$ cat src/rtl/mem_port_arbiter.sv
// Arbitrates a fetch port and a load/store port onto one memory controller, one transaction at a time.
// Optional build macro ARB_ROUND_ROBIN_EN: alternate grants on contention instead of ls-over-if priority.
module mem_port_arbiter #(
   parameter int unsigned ADDR_W      = 8,
   parameter int unsigned DATA_W      = 8,
   parameter int unsigned MEM_TIMEOUT = 15
) (
   input  logic              clk,
   input  logic              reset,
   input  logic              if_req,
   input  logic [ADDR_W-1:0] if_addr,
   output logic              if_ack,
   output logic [DATA_W-1:0] if_rdata,
   input  logic              ls_req,
   input  logic              ls_we,
   input  logic [ADDR_W-1:0] ls_addr,
   input  logic [DATA_W-1:0] ls_wdata,
   output logic              ls_ack,
   output logic [DATA_W-1:0] ls_rdata,
   output logic              mem_req,
   output logic              mem_we,
   output logic [ADDR_W-1:0] mem_addr,
   output logic [DATA_W-1:0] mem_wdata,
   input  logic              mem_ack,
   input  logic [DATA_W-1:0] mem_rdata,
   output logic              busy,
   output logic              timeout_err
);

   localparam int unsigned CNT_W    = (MEM_TIMEOUT > 1) ? $clog2(MEM_TIMEOUT) : 1;
   localparam logic        GRANT_IF = 1'b0;
   localparam logic        GRANT_LS = 1'b1;

   typedef enum logic [1:0] {IDLE, ISSUE, RESPOND} state_t;

   state_t            state, state_d;
   logic [CNT_W-1:0]  cnt, cnt_d;
   logic              owner, owner_d;
   logic              grant_ls;
   logic              mem_req_d, mem_we_d, if_ack_d, ls_ack_d, busy_d, timeout_err_d;
   logic [ADDR_W-1:0] mem_addr_d;
   logic [DATA_W-1:0] mem_wdata_d, if_rdata_d, ls_rdata_d, resp_data;

`ifdef ARB_ROUND_ROBIN_EN
   logic last_grant;

   // On contention, favour whoever was not served last
   always_comb grant_ls = ls_req && (!if_req || (last_grant == GRANT_IF));

   always_ff @(posedge clk) begin
      if (reset) begin
         last_grant <= GRANT_IF;
      end else if ((state == IDLE) && (if_req || ls_req)) begin
         last_grant <= grant_ls ? GRANT_LS : GRANT_IF;
      end
   end
`else
   always_comb grant_ls = ls_req;
`endif

   // Next-state and next-output logic
   always_comb begin
      state_d       = state;
      cnt_d         = cnt;
      owner_d       = owner;
      mem_req_d     = mem_req;
      mem_we_d      = mem_we;
      mem_addr_d    = mem_addr;
      mem_wdata_d   = mem_wdata;
      if_ack_d      = 1'b0;
      ls_ack_d      = 1'b0;
      if_rdata_d    = if_rdata;
      ls_rdata_d    = ls_rdata;
      timeout_err_d = timeout_err;
      resp_data     = mem_ack ? mem_rdata : '1;

      case (state)
         IDLE: begin
            if (if_req || ls_req) begin
               owner_d     = grant_ls ? GRANT_LS : GRANT_IF;
               mem_req_d   = 1'b1;
               mem_we_d    = grant_ls && ls_we;
               mem_addr_d  = grant_ls ? ls_addr : if_addr;
               mem_wdata_d = grant_ls ? ls_wdata : '0;
               cnt_d       = '0;
               state_d     = ISSUE;
            end else begin
               mem_req_d = 1'b0;
            end
         end
         ISSUE: begin
            // Completion and abort share the response path; abort returns all ones
            if (mem_ack || (cnt == CNT_W'(MEM_TIMEOUT - 1))) begin
               mem_req_d = 1'b0;
               if (!mem_ack) begin
                  timeout_err_d = 1'b1;
               end
               if (owner == GRANT_LS) begin
                  ls_ack_d   = 1'b1;
                  ls_rdata_d = resp_data;
               end else begin
                  if_ack_d   = 1'b1;
                  if_rdata_d = resp_data;
               end
               state_d = RESPOND;
            end else begin
               cnt_d = cnt + CNT_W'(1);
            end
         end
         RESPOND: begin
            state_d = IDLE;
         end
         default: begin
            state_d   = IDLE;
            mem_req_d = 1'b0;
         end
      endcase

      busy_d = (state_d != IDLE);
   end

   // State and registered outputs
   always_ff @(posedge clk) begin
      if (reset) begin
         state       <= IDLE;
         cnt         <= '0;
         owner       <= GRANT_IF;
         mem_req     <= 1'b0;
         mem_we      <= 1'b0;
         mem_addr    <= '0;
         mem_wdata   <= '0;
         if_ack      <= 1'b0;
         ls_ack      <= 1'b0;
         if_rdata    <= '0;
         ls_rdata    <= '0;
         busy        <= 1'b0;
         timeout_err <= 1'b0;
      end else begin
         state       <= state_d;
         cnt         <= cnt_d;
         owner       <= owner_d;
         mem_req     <= mem_req_d;
         mem_we      <= mem_we_d;
         mem_addr    <= mem_addr_d;
         mem_wdata   <= mem_wdata_d;
         if_ack      <= if_ack_d;
         ls_ack      <= ls_ack_d;
         if_rdata    <= if_rdata_d;
         ls_rdata    <= ls_rdata_d;
         busy        <= busy_d;
         timeout_err <= timeout_err_d;
      end
   end

endmodule

$ cat config.mk
export PLATFORM = sky130hd
export DESIGN_NAME = mem_port_arbiter
export DESIGN_NICKNAME = d
export VERILOG_FILES = /design/src/rtl/mem_port_arbiter.sv
export SDC_FILE = /design/constraint.sdc
export NUM_CORES = 1
export LEC_CHECK = 0
export CAP_MARGIN = 20
export CORE_AREA = 2 2 90 57
export DETAILED_ROUTE_END_ITERATION = 10
export DIE_AREA = 0 0 92 59
export GPL_TIMING_DRIVEN = 0
export PLACE_DENSITY = 0.78
export SLEW_MARGIN = 20
export SYNTH_ARGS = -nofsm -noshare
export SYNTH_HDL_FRONTEND = slang
export SYNTH_SLANG_ARGS = --single-unit
$ cat constraint.sdc
create_clock -name clk -period 1.9 [get_ports clk]
set_input_delay 0.285 -clock clk [delete_from_list [all_inputs] [get_ports clk]]
set_output_delay 0.285 -clock clk [all_outputs]
set_load 0.01 [all_outputs]
======== Word-level counts from Yosys, hierarchy flattened ========
Index checks and enable logic that the tools add are counted.
W data, S select, Z words.
word-level totals
  word-level logic and storage cells ...... 53
  bits in registers ....................... 45
  input port bits ......................... 38
  output and inout bits ................... 38
operators by class
  mux-type cells .......................... 15
  eq/ne operators ......................... 6
  reductions and logical operators ........ 13
  add/sub/neg operators ................... 1
  bitwise gates (word level) .............. 5
operator list
  kind                   number
  $mux W8                3
  $reduce_and A3 Y1      4
  $mux W4                2
  $pmux W4 S2            1
  $ne A2 B2 Y1 const B   3
  $mux W1                5
  $not A1 Y1             5
  $add A4 B1 Y4 const B  1
  $eq A4 B4 Y1 const B   1
  $mux W2                2
  $pmux W2 S2            1
  $reduce_and A2 Y1      2
  $reduce_bool A2 Y1     2
  $pmux W1 S3            1
  $reduce_or A3 Y1       1
  $eq A2 B1 Y1 const B   1
  $eq A2 B2 Y1 const B   1
  $logic_not A2 Y1       1
  $logic_or A1 B1 Y1     2
  $logic_and A1 B1 Y1    1

======== Logic depth before layout (Yosys ltp) ========
Gate-level depths: netlist of the first run.
  word-level depth ........................ 5
  depth in mapped cells ................... 6

======== Worst setup path before layout of the first run ========
OpenSTA, ideal clock, no wires.
  kind .................................... register -> register
  start ................................... register cnt[0]
  end ..................................... register if_rdata[2]
  stages on the path, launching flop included .. 7
  buffers on the path ..................... 1
  library setup time ...................... 86 ps
  path slack .............................. 438 ps
  clock period less this slack ............ 1462 ps
  data arrival time ....................... 1377 ps
  path through ............................ dfxtp_1 > inv_1 > ha_1 > a31oi_1 > or3_1 > buf_6 > a211oi_1
between the ends
  longest elaborated chain between the ends .. 3
ends and longest elaborated chain
  item                                line  source
  from (decl)                         37    logic [CNT_W-1:0] cnt, cnt_d;
  from (signal assigned)              140   cnt <= cnt_d;
  $eq A4 B4 Y1                        93    if (mem_ack || (cnt == CNT_W'(MEM_TIMEOUT - 1))) begin
  $logic_or A1 B1 Y1                  93
  $reduce_and A3 Y1 (no source line)  -
  to (signal assigned)                148   if_rdata <= if_rdata_d;
  to (decl)                           13    output logic [DATA_W-1:0] if_rdata,
No other way between the ends.
A chain may end at the register's enable or synchronous reset.

======== Worst setup path after layout of the first run ========
  start ................................... input port mem_ack
  end ..................................... register cnt[1]
between the ends
  longest elaborated chain between the ends .. 3
ends and longest elaborated chain
  item                                line  source
  from (decl)                         24    input logic mem_ack,
  $logic_or A1 B1 Y1                  93
  $ne A2 B2 Y1 (no source line)       -
  $reduce_and A3 Y1 (no source line)  -
No other way between the ends.

==> results of run 1 <==
-- power groups by stage --
stage	logic [W]	clock network [W]	registers, W
finish	0.000463	0.000588	0.00104
global route	0.000506	0.000636	0.00104
CTS	0.000465	0.000602	0.00104
detailed placement	0.000462	0	0.00106
global placement	0.000456	0	0.00106
floorplan	0.000196	0	0.00108
-- metal layers --
| metal | GRT usage [%] | vias up |
|---|---|---|
| met5 | 0 | - |
| met4 | 7.04 | 0 |
| li1 | - | 919 |
| met3 | 7.63 | 7 |
| met1 | 27.2 | 835 |
| met2 | 27.8 | 101 |
-- synthesized netlist by cell type --
| cell | number |
|---|---|
| a31oi_1 | 2 |
| a211oi_1 | 25 |
| and3b_1 | 1 |
| a41oi_1 | 1 |
| nor2_1 | 14 |
| nand2b_4 | 1 |
| nand2_1 | 11 |
| nand3_1 | 2 |
| or3_1 | 1 |
| mux2i_1 | 8 |
| nor2b_1 | 2 |
| dfxtp_1 | 45 |
| nand3b_1 | 2 |
| nand2b_1 | 2 |
| a221o_1 | 1 |
| dlygate4sd1_1 | 2 |
| or2_2 | 1 |
| nor4_1 | 1 |
| a22o_1 | 1 |
| ha_1 | 2 |
| inv_1 | 11 |
| a31o_2 | 1 |
| buf_2 | 5 |
| nand4_1 | 1 |
| a22oi_1 | 1 |
| buf_4 | 1 |
| mux2_2 | 2 |
| or2_1 | 1 |
| nor3b_2 | 2 |
| nor3_1 | 11 |
| a21oi_1 | 29 |
| o21ai_0 | 11 |
| buf_6 | 4 |
| o22ai_1 | 1 |
| and2_1 | 1 |
| clkbuf_1 | 4 |
-- logic make-up (layout without fill, tap and decap cells) --
group / Yosys count / in the layout
AO/OA/AOI/OAI: 73 / 73
AND/OR/NAND/NOR: 54 / 54
flip-flops: 45 / 45
buffers and inverters: 27 / 109
multiplexers: 10 / 10
adder cells (fa/ha/maj): 2 / 2
-- placed cells by master (no fill, tap or decap), drive strengths merged --
cell type / netlist / final
clkdlybuf4s50: 0 / 75
dfxtp: 45 / 45
a21oi: 29 / 29
a211oi: 25 / 25
nor2: 14 / 14
inv: 11 / 11
nor3: 11 / 11
nand2: 11 / 11
o21ai: 11 / 11
clkbuf: 4 / 11
buf: 10 / 10
mux2i: 8 / 8
nand2b: 3 / 3
a31oi: 2 / 2
nand3b: 2 / 2
dlygate4sd1: 2 / 2
nand3: 2 / 2
nor3b: 2 / 2
nor2b: 2 / 2
mux2: 2 / 2
ha: 2 / 2
or2: 2 / 2
or3: 1 / 1
nor4: 1 / 1
and2: 1 / 1
a31o: 1 / 1
and3b: 1 / 1
o22ai: 1 / 1
a41oi: 1 / 1
nand4: 1 / 1
a221o: 1 / 1
a22oi: 1 / 1
a22o: 1 / 1
-- cell type report --
| class | instances | area (um2) | area share (%) |
|---|---|---|---|
| Sequential cell | 45 | 901 | 31.8 |
| Multi-Input combinational cell | 139 | 862 | 30.5 |
| Timing Repair Buffer | 75 | 751 | 26.5 |
| Buffer | 16 | 110 | 3.89 |
| Clock buffer | 7 | 86.3 | 3.05 |
| Tap cell | 63 | 78.8 | 2.79 |
| Inverter | 11 | 41.3 | 1.46 |
-- registers in the layout, indices dropped and copies added, names as in the netlist --
| name | count |
|---|---|
| if_rdata | 8 |
| ls_rdata | 8 |
| mem_addr | 8 |
| mem_wdata | 8 |
| cnt | 4 |
| state | 2 |
| busy | 1 |
| if_ack | 1 |
| ls_ack | 1 |
| mem_req | 1 |
| mem_we | 1 |
| owner | 1 |
| timeout_err | 1 |
-- stage by stage --
step | utilization (%) | setup slack, ps | cells | power (W)
detailed placement | 60.7 | -76.0 | 349 | 0.00152
floorplan | - | 438 | 211 | 0.00128
global route | 62.7 | 125 | 356 | 0.00219
global placement | 60.7 | -85.3 | 349 | 0.00151
finish | 62.7 | 177 | 356 | 0.00209
CTS | 62.7 | 228 | 356 | 0.00210
-- critical path: stages --
cell	delay, ps
clkdlybuf4s50_1	510
nor3b_2	500
a22o_1	270
mux2_2	340
-- worst max-delay path by stage --
stage | start | end | slack [ps]
finish | mem_ack | cnt[1] | 180
global placement | mem_ack | cnt[1] | -90
detailed placement | mem_ack | cnt[1] | -80
floorplan | cnt[0] | if_rdata[2] | 440
global route | mem_ack | cnt[1] | 120
CTS | mem_ack | cnt[1] | 230
==> impl_metrics.env, run 1 <==
export IMPL_grt_max_degree=13
export IMPL_rsz0062_at_grt="false"
export IMPL_synthSimpleGateAreaFrac_pct=14.8
export IMPL_p_per_area_mw_per_mm2=738
export IMPL_hold_class="flip-flop to flip-flop"
export IMPL_ant_nets=0
export IMPL_grt_pass1_vias=1736
export IMPL_drt_met1_wl_um=2400
export IMPL_antenna_found_initial=0
export IMPL_holdWs_ps=462
export IMPL_yosysUniqueCellTypes=36
export IMPL_gp_congestion=0.808
export IMPL_tightest_slew_ps=546
export IMPL_min_to="if_rdata[6]"
export IMPL_worstHoldStart="if_rdata[6]"
export IMPL_ys_seq_area_share_pct=47.1
export IMPL_postPlaceCellArea_mm2=0.00274
export IMPL_p_comb_share_pct=22.2
export IMPL_clk_pin_slew_worst_paths_ps=70
export IMPL_wl_met3_um=608
export IMPL_endpoint_kind="flip-flop"
export IMPL_synth_seq_cells=45
export IMPL_p_sw_share_pct=26.2
export IMPL_wl_per_cell_um=14.2
export IMPL_drtIter0Drc=124
export IMPL_n_antenna_cell=0
export IMPL_avgSynthCellArea_um2=9.07
export IMPL_cp_arrival_ps=1910
export IMPL_synth_top_family_by_area="compound AO/OA/AOI/OAI gates"
export IMPL_cts_tree="done"
export IMPL_cts_setup_buffers=0
export IMPL_muxShareOfSynthArea_pct=5.36
export IMPL_synth_top_cell_by_area="dfxtp_1"
export IMPL_area_growth_pct=47.8
export IMPL_p_seq_share_pct=49.6
export IMPL_cts_sinks=45
export IMPL_r2r_slack_ps=220
export IMPL_grt_overflow_total=0
export IMPL_syn_cell_area_mm2=0.00191
export IMPL_period_share_pct=90.7
export IMPL_core_mm2=0.00452
export IMPL_clockBufferDepth=2
export IMPL_slew_limit_headroom_pct=63.4
export IMPL_p_int_w=0.00154
export IMPL_finalSetupTns_ps=0
export IMPL_cp_max_fo=8
export IMPL_die_h_um=59
export IMPL_path_class="primary input to flip-flop"
export IMPL_final_hold_viol_count=0
export IMPL_post_cts_resized=0
export IMPL_ir_worst_vdd_uv=360
export IMPL_leakage_nw=1.03
export IMPL_dieWidth_um=92
export IMPL_final_area_mm2=0.00283
export IMPL_finalWirelength_um=5050
export IMPL_cts_root_buf="clkbuf_8"
export IMPL_n_fill_cell=403
export IMPL_worstPathRequired_ps=2090
export IMPL_firstDrtPassIters=5
export IMPL_synthAdderAreaFrac_pct=1.31
export IMPL_synth_compound_area_share_pct=23.5
export IMPL_hold_buffers=0
export IMPL_hold_depth=2
export IMPL_io_pins=76
export IMPL_synth_top_cell_area_share_pct=47.1
export IMPL_fin_nets=333
export IMPL_clock_power_share_pct=28.2
export IMPL_route_met2_wl_um=1980
export IMPL_r2r_end="if_rdata[7]"
export IMPL_grt_first_pass_wirelength_um=8230
export IMPL_netlist_instances=211
export IMPL_fin_crit_ps=1720
export IMPL_start_util_pct=42.4
export IMPL_die_area_mm2=0.00543
export IMPL_vias=1862
export IMPL_fmax_mhz=580
export IMPL_rows=19
export IMPL_htree_levels=2
export IMPL_maxCapViolations=0
export IMPL_dp_hpwl_um=3780
export IMPL_rr_worst_depth=6
export IMPL_grt_usage_pct=19.6
export IMPL_clock_latency_ps=300
export IMPL_layout_drive_gt1_share_pct=7.85
export IMPL_drcViolationCount=0
export IMPL_worstReg2RegStart="cnt[0]"
export IMPL_yosys_warnings=0
export IMPL_synth_xor_area_share_pct=0
export IMPL_cts_buffers_inserted=5
export IMPL_status="finished clean"
export IMPL_switching_power_w=0.000547
export IMPL_finClkSkew_ps=5.69
export IMPL_drv_slew=0
export IMPL_highest_layer="met4"
export IMPL_finalSetupViolations=0
export IMPL_vias_per_cell=5.23
export IMPL_port_buffers=75
export IMPL_startpoint_type="primary input"
export IMPL_synth_nets=251
export IMPL_synth_top_cells_by_area="dfxtp_1 (47%), a211oi_1 (9.8%), a21oi_1 (7.6%), mux2i_1 (4.2%), nor3_1 (2.9%)"
No activity file was read; power rests on OpenSTA's default activity.
==> run 2: changes to the inputs <==
--- a/config.mk
+++ b/config.mk
@@ -15,3 +15,4 @@
 export SYNTH_ARGS = -nofsm -noshare
 export SYNTH_HDL_FRONTEND = slang
 export SYNTH_SLANG_ARGS = --single-unit
+export TNS_END_PERCENT = 100
==> results of run 2 <==
Final layout, timing and power as in run 1 (identical DEF).
==> run 3: changes to the inputs <==
==> constraint.sdc (replaced) <==
create_clock -name clk -period 1.6 [get_ports clk]
set_input_delay 0.24 -clock clk [delete_from_list [all_inputs] [get_ports clk]]
set_output_delay 0.24 -clock clk [all_outputs]
set_load 0.01 [all_outputs]
==> run 3 against run 2 <==
Effect of this change: power up 20%; routed wire length up 2.7%; clock-buffer cell count unchanged; first-iteration DRC count down 34%; clock power up 19%; hold slack worse by 0.78 ps; setup slack worse by 130 ps; critical path type is now flip-flop to flip-flop; critical endpoint is now if_rdata[6]; largest cell class is now multi-input combinational cells; highest routed layer unchanged.
==> impl_metrics.env, run 3 (synthesized netlist as in run 1, its figures left out) <==
export IMPL_critPathMaxStageDelay_ps=390
export IMPL_postPlaceCellArea_mm2=0.00274
export IMPL_cp_depth=6
export IMPL_cts_tree="done"
export IMPL_fmax_mhz=645
export IMPL_final_hold_viol_count=0
export IMPL_grt_max_degree=13
export IMPL_rr_worst_depth=6
export IMPL_grt_first_pass_wirelength_um=8240
export IMPL_finalSetupViolations=0
export IMPL_grt_pass1_vias=1737
export IMPL_finClkSkew_ps=4.57
export IMPL_layout_drive_gt1_share_pct=13.2
export IMPL_cts_buffers_inserted=5
export IMPL_area_growth_pct=52.7
export IMPL_endpoint_kind="flip-flop"
export IMPL_core_mm2=0.00452
export IMPL_cts_root_buf="clkbuf_8"
export IMPL_n_antenna_cell=0
export IMPL_final_area_mm2=0.00292
export IMPL_rows=19
export IMPL_crit_path_cell_trace="inv_2, ha_4, a31oi_2, or3_1, buf_6, a211oi_1"
export IMPL_critPathSlowestCell="or3_1"
export IMPL_cp_arrival_ps=1760
export IMPL_hold_buffers=0
export IMPL_finalWirelength_um=5190
export IMPL_io_pins=76
export IMPL_status="finished clean"
export IMPL_dp_hpwl_um=3780
export IMPL_path_class="flip-flop to flip-flop"
export IMPL_port_buffers=75
export IMPL_r2r_slack_ps=50
export IMPL_ant_nets=0
export IMPL_antenna_found_initial=0
export IMPL_slew_limit_headroom_pct=64.4
export IMPL_drtIter0Drc=82
export IMPL_clock_latency_ps=300
export IMPL_p_per_area_mw_per_mm2=858
export IMPL_path_delay_family="simple AND/OR/NAND/NOR gates"
export IMPL_n_fill_cell=381
export IMPL_finalSetupTns_ps=0
export IMPL_tightest_slew_ps=531
export IMPL_grt_usage_pct=19.6
export IMPL_leakage_nw=1.05
export IMPL_gp_congestion=0.808
export IMPL_period_share_pct=96.9
export IMPL_hold_class="flip-flop to flip-flop"
export IMPL_maxCapViolations=0
export IMPL_vias_per_cell=5.22
export IMPL_fin_nets=336
export IMPL_layout_commonest_cell="clkdlybuf4s50_1"
export IMPL_layout_common_cells="clkdlybuf4s50_1 (75), dfxtp_1 (43), a21oi_1 (29)"
export IMPL_hold_depth=2
export IMPL_start_util_pct=42.4
export IMPL_die_area_mm2=0.00543
export IMPL_grt_overflow_total=0
export IMPL_ir_worst_vdd_uv=413
export IMPL_htree_levels=2
export IMPL_drv_slew=0
export IMPL_finalPower_w=0.00251
export IMPL_dieWidth_um=92
export IMPL_cp_max_fo=8
export IMPL_firstDrtPassIters=5
export IMPL_clockBufferDepth=2
export IMPL_worstPathRequired_ps=1810
export IMPL_drcViolationCount=0
export IMPL_wl_per_cell_um=14.4
export IMPL_clk_pin_slew_worst_paths_ps=70
export IMPL_startpoint_type="flip-flop"
export IMPL_cp_num_buf_inv=2
export IMPL_die_h_um=59
export IMPL_vias=1874
export IMPL_cts_sinks=45
export IMPL_fin_crit_ps=1550
run 3: timing repair:
| item | CTS | global route |
|---|---|---|
| resized for setup | 5 | 11 |
| pin swaps | 0 | 1 |
| setup buffers | 0 | 3 |
| cloned | 0 | 0 |
| endpoints found under the setup margin | 10 | 22 |
run 3: metal layers:
layer | vias to the layer above | track usage (%) | routed length (um)
li1 | 927 | - | -
met1 | 847 | 27.3 | 2390
met2 | 93 | 27.8 | 2130
met3 | 7 | 7.63 | 597
met4 | 0 | 7.04 | 68
met5 | - | 0 | 0
run 3: area by class of cell:
cell class / count / area [um2] / area share, %
Timing Repair Buffer: 78 / 773 / 26.4
Tap cell: 63 / 78.8 / 2.70
Inverter: 11 / 41.3 / 1.41
Multi-Input combinational cell: 139 / 931 / 31.8
Buffer: 16 / 110 / 3.77
Clock buffer: 7 / 86.3 / 2.95
Sequential cell: 45 / 903 / 30.9
run 3: worst paths after layout:
check | start | to
worst max register to register | cnt[0] | if_rdata[6]
worst max-delay path | cnt[0] | if_rdata[6]
worst min register to register | if_rdata[6] | if_rdata[6]
worst min-delay path | if_rdata[6] | if_rdata[6]
run 3: worst register-to-register path: stages (launching register included):
cell	delay (ps)
dfxtp_2	340
inv_2	80
ha_4	160
a31oi_2	120
or3_1	390
buf_6	160
a211oi_1	230
run 3: power by group:
| group | internal [W] | switching, W |
|---|---|---|
| clock | 0.000343 | 0.000355 |
| combinational | 0.000311 | 0.000268 |
| sequential | 0.00119 | 0.0000397 |
| total | 0.00185 | 0.000663 |
run 3: stage by stage:
stage | setup WS (ps) | utilization, % | cells | hold WS [ps]
4_1_cts | 28.1 | 63.2 | 356 | 465
5_1_grt | -1.35 | 64.7 | 359 | 479
3_5_place_dp | -331 | 60.7 | 349 | 451
6_report | 50.3 | 64.7 | 359 | 461
3_3_place_gp | -340 | 60.7 | 349 | 451
2_1_floorplan | 138 | - | 211 | 380
